File: src/rtl/io_pkg.sv
// io_pkg: constants shared between the CPU-side IO decoder and the
// peripheral-side device bank.
//   - IO register addresses decoded by the CPU side
//   - active-low seven-segment glyphs {dp,g,f,e,d,c,b,a} for hex 0-F
//   - default timing for button debounce and display scanning (100 MHz clock)
package io_pkg;

  // Memory-mapped IO addresses (word aligned), decoded on the CPU side
  localparam logic [31:0] IO_LED_ADDR    = 32'hFFFF_FC60;
  localparam logic [31:0] IO_SWITCH_ADDR = 32'hFFFF_FC70;
  localparam logic [31:0] IO_BTN_ADDR    = 32'hFFFF_FC74;
  localparam logic [31:0] IO_SEG_ADDR    = 32'hFFFF_FC80;

  // Active-low glyphs; bit 7 (dp) is always 1 so the decimal point stays dark
  localparam logic [7:0] SEG_0     = 8'hC0;
  localparam logic [7:0] SEG_1     = 8'hF9;
  localparam logic [7:0] SEG_2     = 8'hA4;
  localparam logic [7:0] SEG_3     = 8'hB0;
  localparam logic [7:0] SEG_4     = 8'h99;
  localparam logic [7:0] SEG_5     = 8'h92;
  localparam logic [7:0] SEG_6     = 8'h82;
  localparam logic [7:0] SEG_7     = 8'hF8;
  localparam logic [7:0] SEG_8     = 8'h80;
  localparam logic [7:0] SEG_9     = 8'h90;
  localparam logic [7:0] SEG_A     = 8'h88;
  localparam logic [7:0] SEG_B     = 8'h83;
  localparam logic [7:0] SEG_C     = 8'hC6;
  localparam logic [7:0] SEG_D     = 8'hA1;
  localparam logic [7:0] SEG_E     = 8'h86;
  localparam logic [7:0] SEG_F     = 8'h8E;
  localparam logic [7:0] SEG_BLANK = 8'hFF;

  // 10 ms debounce and 1 ms per digit at 100 MHz
  localparam logic [19:0] DEBOUNCE_CYCLES_DEF = 20'd1000000;
  localparam logic [16:0] SCAN_CYCLES_DEF     = 17'd100000;

endpackage : io_pkg

File: src/rtl/hex_to_seg7.sv
// hex_to_seg7: combinational hex nibble to active-low seven-segment glyph.
// Ports:
//   nibble  in  4  hex digit value 0-F
//   seg     out 8  glyph {dp,g,f,e,d,c,b,a}, active-low, dp off
module hex_to_seg7
  import io_pkg::*;
(
  input  logic [3:0] nibble,
  output logic [7:0] seg
);

  // Glyph lookup; unknown selects fall back to a blank digit
  always_comb begin
    seg = SEG_BLANK;
    case (nibble)
      4'h0:    seg = SEG_0;
      4'h1:    seg = SEG_1;
      4'h2:    seg = SEG_2;
      4'h3:    seg = SEG_3;
      4'h4:    seg = SEG_4;
      4'h5:    seg = SEG_5;
      4'h6:    seg = SEG_6;
      4'h7:    seg = SEG_7;
      4'h8:    seg = SEG_8;
      4'h9:    seg = SEG_9;
      4'hA:    seg = SEG_A;
      4'hB:    seg = SEG_B;
      4'hC:    seg = SEG_C;
      4'hD:    seg = SEG_D;
      4'hE:    seg = SEG_E;
      4'hF:    seg = SEG_F;
      default: seg = SEG_BLANK;
    endcase
  end

endmodule : hex_to_seg7

File: src/rtl/io_device_bank.sv
// io_device_bank: peripheral-side responder for the CPU memory-mapped IO.
// Holds the LED and seven-segment registers written through decoder strobes,
// synchronises the switches, debounces the confirm button into a sticky flag,
// and time-multiplexes the 8-digit seven-segment display.
// Ports:
//   clk, rst      clock and synchronous active-high reset
//   led_ctrl      LED register write strobe
//   seg_ctrl      seven-segment register write strobe
//   btn_ctrl      confirm-flag read strobe (read consumes the flag)
//   write_data    32-bit store data
//   switch_in     raw switches (async)
//   btn_in        raw confirm button (async, active-high)
//   switch_data   synchronised switches to decoder read mux
//   conf_btn_out  sticky confirm flag to decoder read mux
//   led_out       board LEDs
//   seg_an        digit anodes, active-low one-hot
//   seg_out       segments {dp,g,f,e,d,c,b,a}, active-low
module io_device_bank
  import io_pkg::*;
#(
  parameter logic [19:0] DEBOUNCE_CYCLES = DEBOUNCE_CYCLES_DEF,
  parameter logic [16:0] SCAN_CYCLES     = SCAN_CYCLES_DEF
) (
  input  logic        clk,
  input  logic        rst,
  input  logic        led_ctrl,
  input  logic        seg_ctrl,
  input  logic        btn_ctrl,
  input  logic [31:0] write_data,
  input  logic [7:0]  switch_in,
  input  logic        btn_in,
  output logic [7:0]  switch_data,
  output logic        conf_btn_out,
  output logic [15:0] led_out,
  output logic [7:0]  seg_an,
  output logic [7:0]  seg_out
);

  logic [15:0] led_q, led_d;
  logic [31:0] seg_reg_q, seg_reg_d;
  logic [7:0]  sw_sync1_q, sw_sync1_d;
  logic [7:0]  sw_sync2_q, sw_sync2_d;
  logic [7:0]  sw_data_q, sw_data_d;
  logic        btn_sync1_q, btn_sync1_d;
  logic        btn_sync2_q, btn_sync2_d;
  logic [19:0] db_cnt_q, db_cnt_d;
  logic        btn_db_q, btn_db_d;
  logic        btn_db_prev_q, btn_db_prev_d;
  logic        conf_q, conf_d;
  logic [16:0] scan_cnt_q, scan_cnt_d;
  logic [2:0]  digit_idx_q, digit_idx_d;
  logic [7:0]  seg_an_q, seg_an_d;
  logic [7:0]  seg_out_q, seg_out_d;
  logic        btn_rise_s;
  logic [3:0]  nibble_s;
  logic [7:0]  glyph_s;

  // CPU-written registers and input synchronisers
  always_comb begin
    led_d = led_q;
    if (led_ctrl) begin
      led_d = write_data[15:0];
    end else begin
      led_d = led_q;
    end

    seg_reg_d = seg_reg_q;
    if (seg_ctrl) begin
      seg_reg_d = write_data;
    end else begin
      seg_reg_d = seg_reg_q;
    end

    sw_sync1_d  = switch_in;
    sw_sync2_d  = sw_sync1_q;
    sw_data_d   = sw_sync2_q;
    btn_sync1_d = btn_in;
    btn_sync2_d = btn_sync1_q;
  end

  // Button debounce: a new level must persist DEBOUNCE_CYCLES cycles to be accepted
  always_comb begin
    db_cnt_d = db_cnt_q;
    btn_db_d = btn_db_q;
    if (btn_sync2_q != btn_db_q) begin
      if (db_cnt_q == (DEBOUNCE_CYCLES - 20'd1)) begin
        btn_db_d = btn_sync2_q;
        db_cnt_d = 20'd0;
      end else begin
        btn_db_d = btn_db_q;
        db_cnt_d = db_cnt_q + 20'd1;
      end
    end else begin
      // levels agree again: any partial count was a glitch
      db_cnt_d = 20'd0;
    end
    btn_db_prev_d = btn_db_q;
  end

  // Sticky confirm flag: a press sets it, a read clears it, a press beats a read
  always_comb begin
    btn_rise_s = btn_db_q & ~btn_db_prev_q;
    conf_d     = conf_q;
    if (btn_rise_s) begin
      conf_d = 1'b1;
    end else if (btn_ctrl) begin
      conf_d = 1'b0;
    end else begin
      conf_d = conf_q;
    end
  end

  // Display scan: advance one digit per SCAN_CYCLES; anode and glyph come from
  // the next-state index and register so both outputs always describe the same
  // digit and switch on the same edge.
  always_comb begin
    scan_cnt_d  = scan_cnt_q;
    digit_idx_d = digit_idx_q;
    if (scan_cnt_q == (SCAN_CYCLES - 17'd1)) begin
      scan_cnt_d  = 17'd0;
      digit_idx_d = digit_idx_q + 3'd1;
    end else begin
      scan_cnt_d  = scan_cnt_q + 17'd1;
      digit_idx_d = digit_idx_q;
    end
    nibble_s  = seg_reg_d[{digit_idx_d, 2'b00} +: 4];
    seg_an_d  = ~(8'b0000_0001 << digit_idx_d);
    seg_out_d = glyph_s;
  end

  hex_to_seg7 u_hex_to_seg7 (
    .nibble (nibble_s),
    .seg    (glyph_s)
  );

  // State and output registers with synchronous reset
  always_ff @(posedge clk) begin
    if (rst) begin
      led_q         <= 16'h0000;
      seg_reg_q     <= 32'h0000_0000;
      sw_sync1_q    <= 8'h00;
      sw_sync2_q    <= 8'h00;
      sw_data_q     <= 8'h00;
      btn_sync1_q   <= 1'b0;
      btn_sync2_q   <= 1'b0;
      db_cnt_q      <= 20'd0;
      btn_db_q      <= 1'b0;
      btn_db_prev_q <= 1'b0;
      conf_q        <= 1'b0;
      scan_cnt_q    <= 17'd0;
      digit_idx_q   <= 3'd0;
      seg_an_q      <= 8'hFE;
      seg_out_q     <= SEG_0;
    end else begin
      led_q         <= led_d;
      seg_reg_q     <= seg_reg_d;
      sw_sync1_q    <= sw_sync1_d;
      sw_sync2_q    <= sw_sync2_d;
      sw_data_q     <= sw_data_d;
      btn_sync1_q   <= btn_sync1_d;
      btn_sync2_q   <= btn_sync2_d;
      db_cnt_q      <= db_cnt_d;
      btn_db_q      <= btn_db_d;
      btn_db_prev_q <= btn_db_prev_d;
      conf_q        <= conf_d;
      scan_cnt_q    <= scan_cnt_d;
      digit_idx_q   <= digit_idx_d;
      seg_an_q      <= seg_an_d;
      seg_out_q     <= seg_out_d;
    end
  end

  assign led_out      = led_q;
  assign switch_data  = sw_data_q;
  assign conf_btn_out = conf_q;
  assign seg_an       = seg_an_q;
  assign seg_out      = seg_out_q;

endmodule : io_device_bank

File: config.mk
export PLATFORM = sky130hd
export DESIGN_NAME = io_device_bank
export DESIGN_NICKNAME = d
export VERILOG_FILES = /design/src/rtl/io_pkg.sv /design/src/rtl/hex_to_seg7.sv /design/src/rtl/io_device_bank.sv
export SDC_FILE = /design/constraint.sdc
export NUM_CORES = 1
export LEC_CHECK = 0
export CAP_MARGIN = 20
export CORE_MARGIN = 4
export CORE_UTILIZATION = 60
export CTS_BUF_LIST = sky130_fd_sc_hd__clkbuf_4 sky130_fd_sc_hd__clkbuf_8
export CTS_CLUSTER_DIAMETER = 150
export DETAILED_ROUTE_END_ITERATION = 7
export PLACE_DENSITY_LB_ADDON = 0.12
export SETUP_SLACK_MARGIN = 0.02
export SLEW_MARGIN = 30
export SYNTH_ARGS = -nofsm -noshare
export SYNTH_HDL_FRONTEND = slang
export SYNTH_SLANG_ARGS = --single-unit
File: constraint.sdc
create_clock -name clk -period 8 [get_ports clk]
set_input_delay 0.8 -clock clk [delete_from_list [all_inputs] [get_ports clk]]
set_output_delay 0.8 -clock clk [all_outputs]
set_load 0.02 [all_outputs]
# Yosys cells after proc, flatten, opt, wreduce, memory -nomap -nowiden
# Memory sizes are Yosys's and may differ from the RTL's. A register that Yosys moved wholly into a read port is not among the register bits.
# Index checks and enable logic that the tools add are counted.
[totals]
out_inout_bits = 41
elab_cells = 36
inputBits = 46
register_bits = 133
latchBits = 0
rom_bits = 112
n_memories = 1
mem_bits_rw = 0
[op_classes]
bitwise_logic = 4
n_mul = 0
magnitude_cmp = 0
eq_ne = 3
muxes = 4
addsub = 3
shifts = 2
reduce_logical = 4
div_mod_pow = 0
[memory_table]
columns = ["memory", "words", "width", "read_ports", "rd_clocked_by_memory_dff", "write_ports", "line", "source"]
rows = [
  ["(name not given)", 16, 7, 1, 1, 0, "hex_to_seg7.sv:15", "case (nibble)"],
]
[ops]
columns = ["op", "count"]
rows = [
  ["2-to-1 mux 32 bit", 1],
  ["variable part select 32 x 6 -> 4 bit", 1],
  ["adder 20 x 1 -> 20 bit, second input constant", 1],
  ["equality test 20 bit, second input constant", 1],
  ["adder 17 x 1 -> 17 bit, second input constant", 1],
  ["equality test 17 bit, second input constant", 1],
  ["inverter 8 bit", 1],
  ["<< shifter 1 x 3 -> 8 bit, first input constant", 1],
  ["adder 3 x 1 -> 3 bit, second input constant", 1],
  ["2-to-1 mux 3 bit", 1],
  ["OR reduction 3 bit", 1],
  ["2-to-1 mux 1 bit", 2],
  ["inverter 1 bit", 2],
  ["AND reduction 2 bit", 1],
  ["nonzero test 2 bit", 1],
  ["OR reduction 2 bit", 1],
  ["bitwise AND 1 bit", 1],
  ["inequality test 1 bit", 1],
]

# Longest topological paths before layout
[logic_depth]
depth_word = 4
depth_mapped = 14
mapped_depth_nobuf = 12

# Modules after synthesis
# From an unflattened synthesis, not the netlist that was laid out.
[hier_totals]
hier_cells = 570
area_unflattened_um2 = 5596.6
[modules_own_cells]
columns = ["module", "n_inst", "seq_area_each_um2", "area_each_um2", "cells_each"]
rows = [
  ["io_device_bank", 1, 2662.6, 5310.1, 536],
  ["hex_to_seg7", 1, 0.0, 286.5, 34],
]

# Least setup slack after synthesis
# OpenSTA, ideal clock, no wires.
[synth_path]
path_type = "input port to flip-flop"
from = "input port seg_ctrl"
to = "register seg_out_q[0], in the netlist seg_out[0]"
setup_time_ps = 134
slack_ps = 4268
t_arrival_ps = 3598
n_path_buf = 5
stages = 14
required_time_ps = 7866
path_cell_list = "buf_2 -> buf_2 -> buf_2 -> buf_1 -> buf_2 -> o211ai_1 -> o211ai_1 -> nor3_1 -> o21ai_1 -> inv_1 -> ha_1 -> nand2b_1 -> nor3_1 -> or4b_1"
[synth_between]
elab_chain_cells = 2
[synth_rtl]
columns = ["item", "line", "source"]
rows = [
  ["start: declaration", "io_device_bank.sv:27", "input logic seg_ctrl,"],
  ["2-to-1 mux 32 bit", "io_device_bank.sv:68", "if (seg_ctrl) begin"],
  ["variable part select 32 x 6 -> 4 bit", "io_device_bank.sv:126", "nibble_s = seg_reg_d[{digit_idx_d, 2'b00} +: 4];"],
  ["end: declaration", "io_device_bank.sv:53", "logic [7:0] seg_out_q, seg_out_d;"],
]
# No other way between the ends.
# A chain may end at the register's enable or synchronous reset.

# Final worst setup path
[layout_path]
from = "register digit_idx_q[0]"
to = "register seg_out_q[0], in the netlist seg_out[0]"
[layout_between]
elab_chain_cells = 3
[layout_rtl]
columns = ["item", "line", "source"]
rows = [
  ["start: declaration", "io_device_bank.sv:51", "logic [2:0] digit_idx_q, digit_idx_d;"],
  ["start signal: assignment", "io_device_bank.sv:167", "digit_idx_q <= digit_idx_d;"],
  ["adder 3 x 1 -> 3 bit", "io_device_bank.sv:121", "digit_idx_d = digit_idx_q + 3'd1;"],
  ["2-to-1 mux 3 bit (*)", "io_device_bank.sv:119", "if (scan_cnt_q == (SCAN_CYCLES - 17'd1)) begin"],
  ["variable part select 32 x 6 -> 4 bit (*)", "io_device_bank.sv:126", ""],
]
# Every way passes the cells marked *; elsewhere a longest branch is shown, timed or not.

==> metrics.cfg <==
[sta]
period_share_pct = 50.5
post-route-min-period_ns = 4.04
max_freq_ghz = 0.247
fin_ws_ns = 3.96
slew_violations = 0
tns_ns = 0
fin_skew_ns = 0.0104
tightest_slew_ns = 0.929
finalHoldViolations = 0
setup_violations = 0
maxSlewHeadroom_pct = 37.9
rsz0062_at_grt = false

[logic_synthesis]
ys_seq_area_share_pct = 45.6
synth_cells = 640
synth_area_per_cell_sq_um = 9.05
post-synth-top-count-cell = dfxtp_1
ys.warnings.count = 0
yosys-top-cells-area = dfxtp_1, mux2i_1, nor2_1
synth_area_leader_cell = dfxtp_1
synth-seq-cells = 132
synthTopCellsByCount = dfxtp_1, nor2_1, mux2i_1, nand2_1, nor2b_1
synth_edf_count = 0
synth_flop_cell = dfxtp_1
syn-num-nets = 695
ys_types = 62
synth_area_sq_um = 5790
async_reset_ff_share_pct = 0
yosysTopAreaCellShare_pct = 45.6

[clock_network]
cts_buffers = 17
cts_resized = 0
clkTransAtPathRegs_ns = 0.07
cts.sinks = 132
clkLatencyLatePin_ns = 0.44
clk_path_buf_depth = 2
cts_hold_buf = 0
cts-htree-levels = 4
cts_tree = done
cts-root-buf = clkbuf_8
post_cts_buffers = 0

[placement]
dp_hpwl_um = 8860
dp_cells = 825
pre_cts_slack_ns = 4.05
io_buffers = 85
gp_congestion = 0.937

[critical_path]
critical_path_required_ns = 8.30
end_kind = flip-flop
rrSetupSlack_ns = 3.96
crit_fanout = 41
max_stage_delay_ns = 0.72
crit_chain = buf_4 -> clkinv_1 -> or4_1 -> o211ai_1 -> nor3_1 -> o21ai_1 -> inv_1 -> ha_1 -> nand2b_1 -> nor3_1 -> or4b_1
crit_path_start_kind = flip-flop
path_class = reg -> reg
crit_family = simple AND/OR/NAND/NOR gates
crit_slowest_cell = clkinv_1
arrival_ns = 4.34
cp_num_buf_inv = 3
cp_common_cell = nor3_1

[power_and_ir_drop]
p_switching_mw = 0.349
ir_worst_vdd_mv = 0.199
pwr-share-comb_pct = 9.4
power_mw = 1.51
power_frac_clock_pct = 44.8
p_leak_nw = 2.78
p_int_mw = 1.16
switching_share_pct = 23.2
power.density_nw_per_um2 = 210
p_seq_share_pct = 45.8

[finish]
fill_cells = 649
drive_gt1_share_pct = 9.47
diodes = 0
nets = 771
area_growth_pct = 24.1
stdcell_count = 858
final_util_pct = 77.1

[route]
wirelength_um = 13000
viasPerCell = 5.50
drtIter0Drc = 308
wire_per_inst_um = 15.1
dr.pass1.iters = 5
antenna_left = 0
drcViolationCount = 0
via_count = 4720

[global_routing]
grt_overflow_total = 0
grt_usage_pct = 23.7
grt_pass1_vias = 4663
grt_antenna_before_repair = 0
grt_first_pass_wirelength_um = 21800
grt_max_degree = 97

[worst_hold_path]
min_path_type = reg -> reg

[floorplanning]
pin_count = 87
dieWidth_um = 106
dieArea_sq_um = 11300
start_util_pct = 62.1
die_h_um = 106
coreArea_sq_um = 9330
num_rows = 35

[job]
max_cap_violations = 0

[status]
status = finished clean

-- cell type report --
cell class	instances	area [sq um]	area share (%)
sequential	132	2640	36.8
multi-input combinational	462	2960	41.1
inverter	13	48.8	0.679
clock inverter	15	253	3.52
clock buffer	17	234	3.26
tap	129	161	2.25
timing repair buffer	90	891	12.4
-- placed cells by master (no fill, tap or decap), types with 4 or more instances in the layout --
cell type and count:
dfxtp_1 132, nor2_1 108, clkdlybuf4s50_1 83, nand2_1 43, mux2i_1 43, nor2b_1 41
nand3_1 27, xor2_1 18, clkbuf_8 17, a21oi_1 16, xnor2_1 15, nor3_1 14
mux2_2 13, inv_1 12, o21ai_0 11, a211oi_1 9, and3_1 9, ha_1 9
nand4_1 7, or3_1 7, nand2b_1 6, bufinv_16 6, a22oi_1 5, o211ai_1 4
o221ai_1 4, and2_1 4, buf_4 4
-- per-layer routing --
layer	vias up	track usage, %	wire, um
li1	2356	-	-
met1	2171	28.0	5470
met2	166	41.6	6540
met3	27	5.59	698
met4	0	8.97	240
met5	-	0	0
-- kinds of logic after synthesis --
group | count (synthesis) | share of synthesized area, %
and+or+nand+nor | 287 | 24.6
DFF | 132 | 45.6
AOI/OAI and AO/OA | 75 | 9.27
muxes | 56 | 9.96
buffers and inverters | 46 | 3.28
xor gates and xnor gates | 34 | 5.27
adders and majority gates | 9 | 1.94
other | 1 | 0.0648
-- worst paths after layout --
path | startpoint | endpoint | depth (start not counted)
setup / recovery | digit_idx_q[0]$_SDFF_PP0_ | seg_out[0]$_SDFF_PP0_ | 11
hold / removal | sw_data_d[2]$_SDFF_PP0_ | switch_data[2]$_SDFF_PP0_ | 1
setup reg to reg | digit_idx_q[0]$_SDFF_PP0_ | seg_out[0]$_SDFF_PP0_ | 11
hold reg to reg | sw_data_d[2]$_SDFF_PP0_ | switch_data[2]$_SDFF_PP0_ | 1
-- worst register-to-register path, cell delays in order, from the launching register on --
cell	delay, ns
dfxtp_1	0.31
buf_4	0.37
clkinv_1	0.73
or4_1	0.71
o211ai_1	0.18
nor3_1	0.09
o21ai_1	0.44
inv_1	0.17
ha_1	0.27
nand2b_1	0.11
nor3_1	0.05
or4b_1	0.49
-- power groups by stage --
stage	Sequential [mW]	Clock (mW)	Combinational, mW
2_1_floorplan	0.715	0	0.0731
3_3_place_gp	0.704	0	0.136
3_5_place_dp	0.705	0	0.140
4_1_cts	0.690	0.685	0.141
5_1_grt	0.693	0.711	0.156
6_report	0.690	0.675	0.142
-- sequential cells by signal (all words and copies together), names as in the netlist --
| signal | count |
|---|---|
| scan_cnt_q | 17 |
| sw_sync1_q | 8 |
| db_cnt_q | 20 |
| sw_data_d | 8 |
| conf_btn_out | 1 |
| btn_db_prev_q | 1 |
| btn_sync1_q | 1 |
| btn_db_prev_d | 1 |
| btn_sync2_q | 1 |
| led_out | 16 |
| seg_out | 7 |
| digit_idx_q | 3 |
| seg_reg_q | 32 |
| seg_an | 8 |
| switch_data | 8 |
-- per-stage QoR --
step           hold WS [ns]  cell area [sq um]
2_1_floorplan         0.414               5790
3_3_place_gp          0.415               6680
3_5_place_dp          0.425               6680
4_1_cts               0.442               7170
5_1_grt               0.453               7190
6_report              0.442               7190
Note: power is estimated with default switching activity, not from simulation.
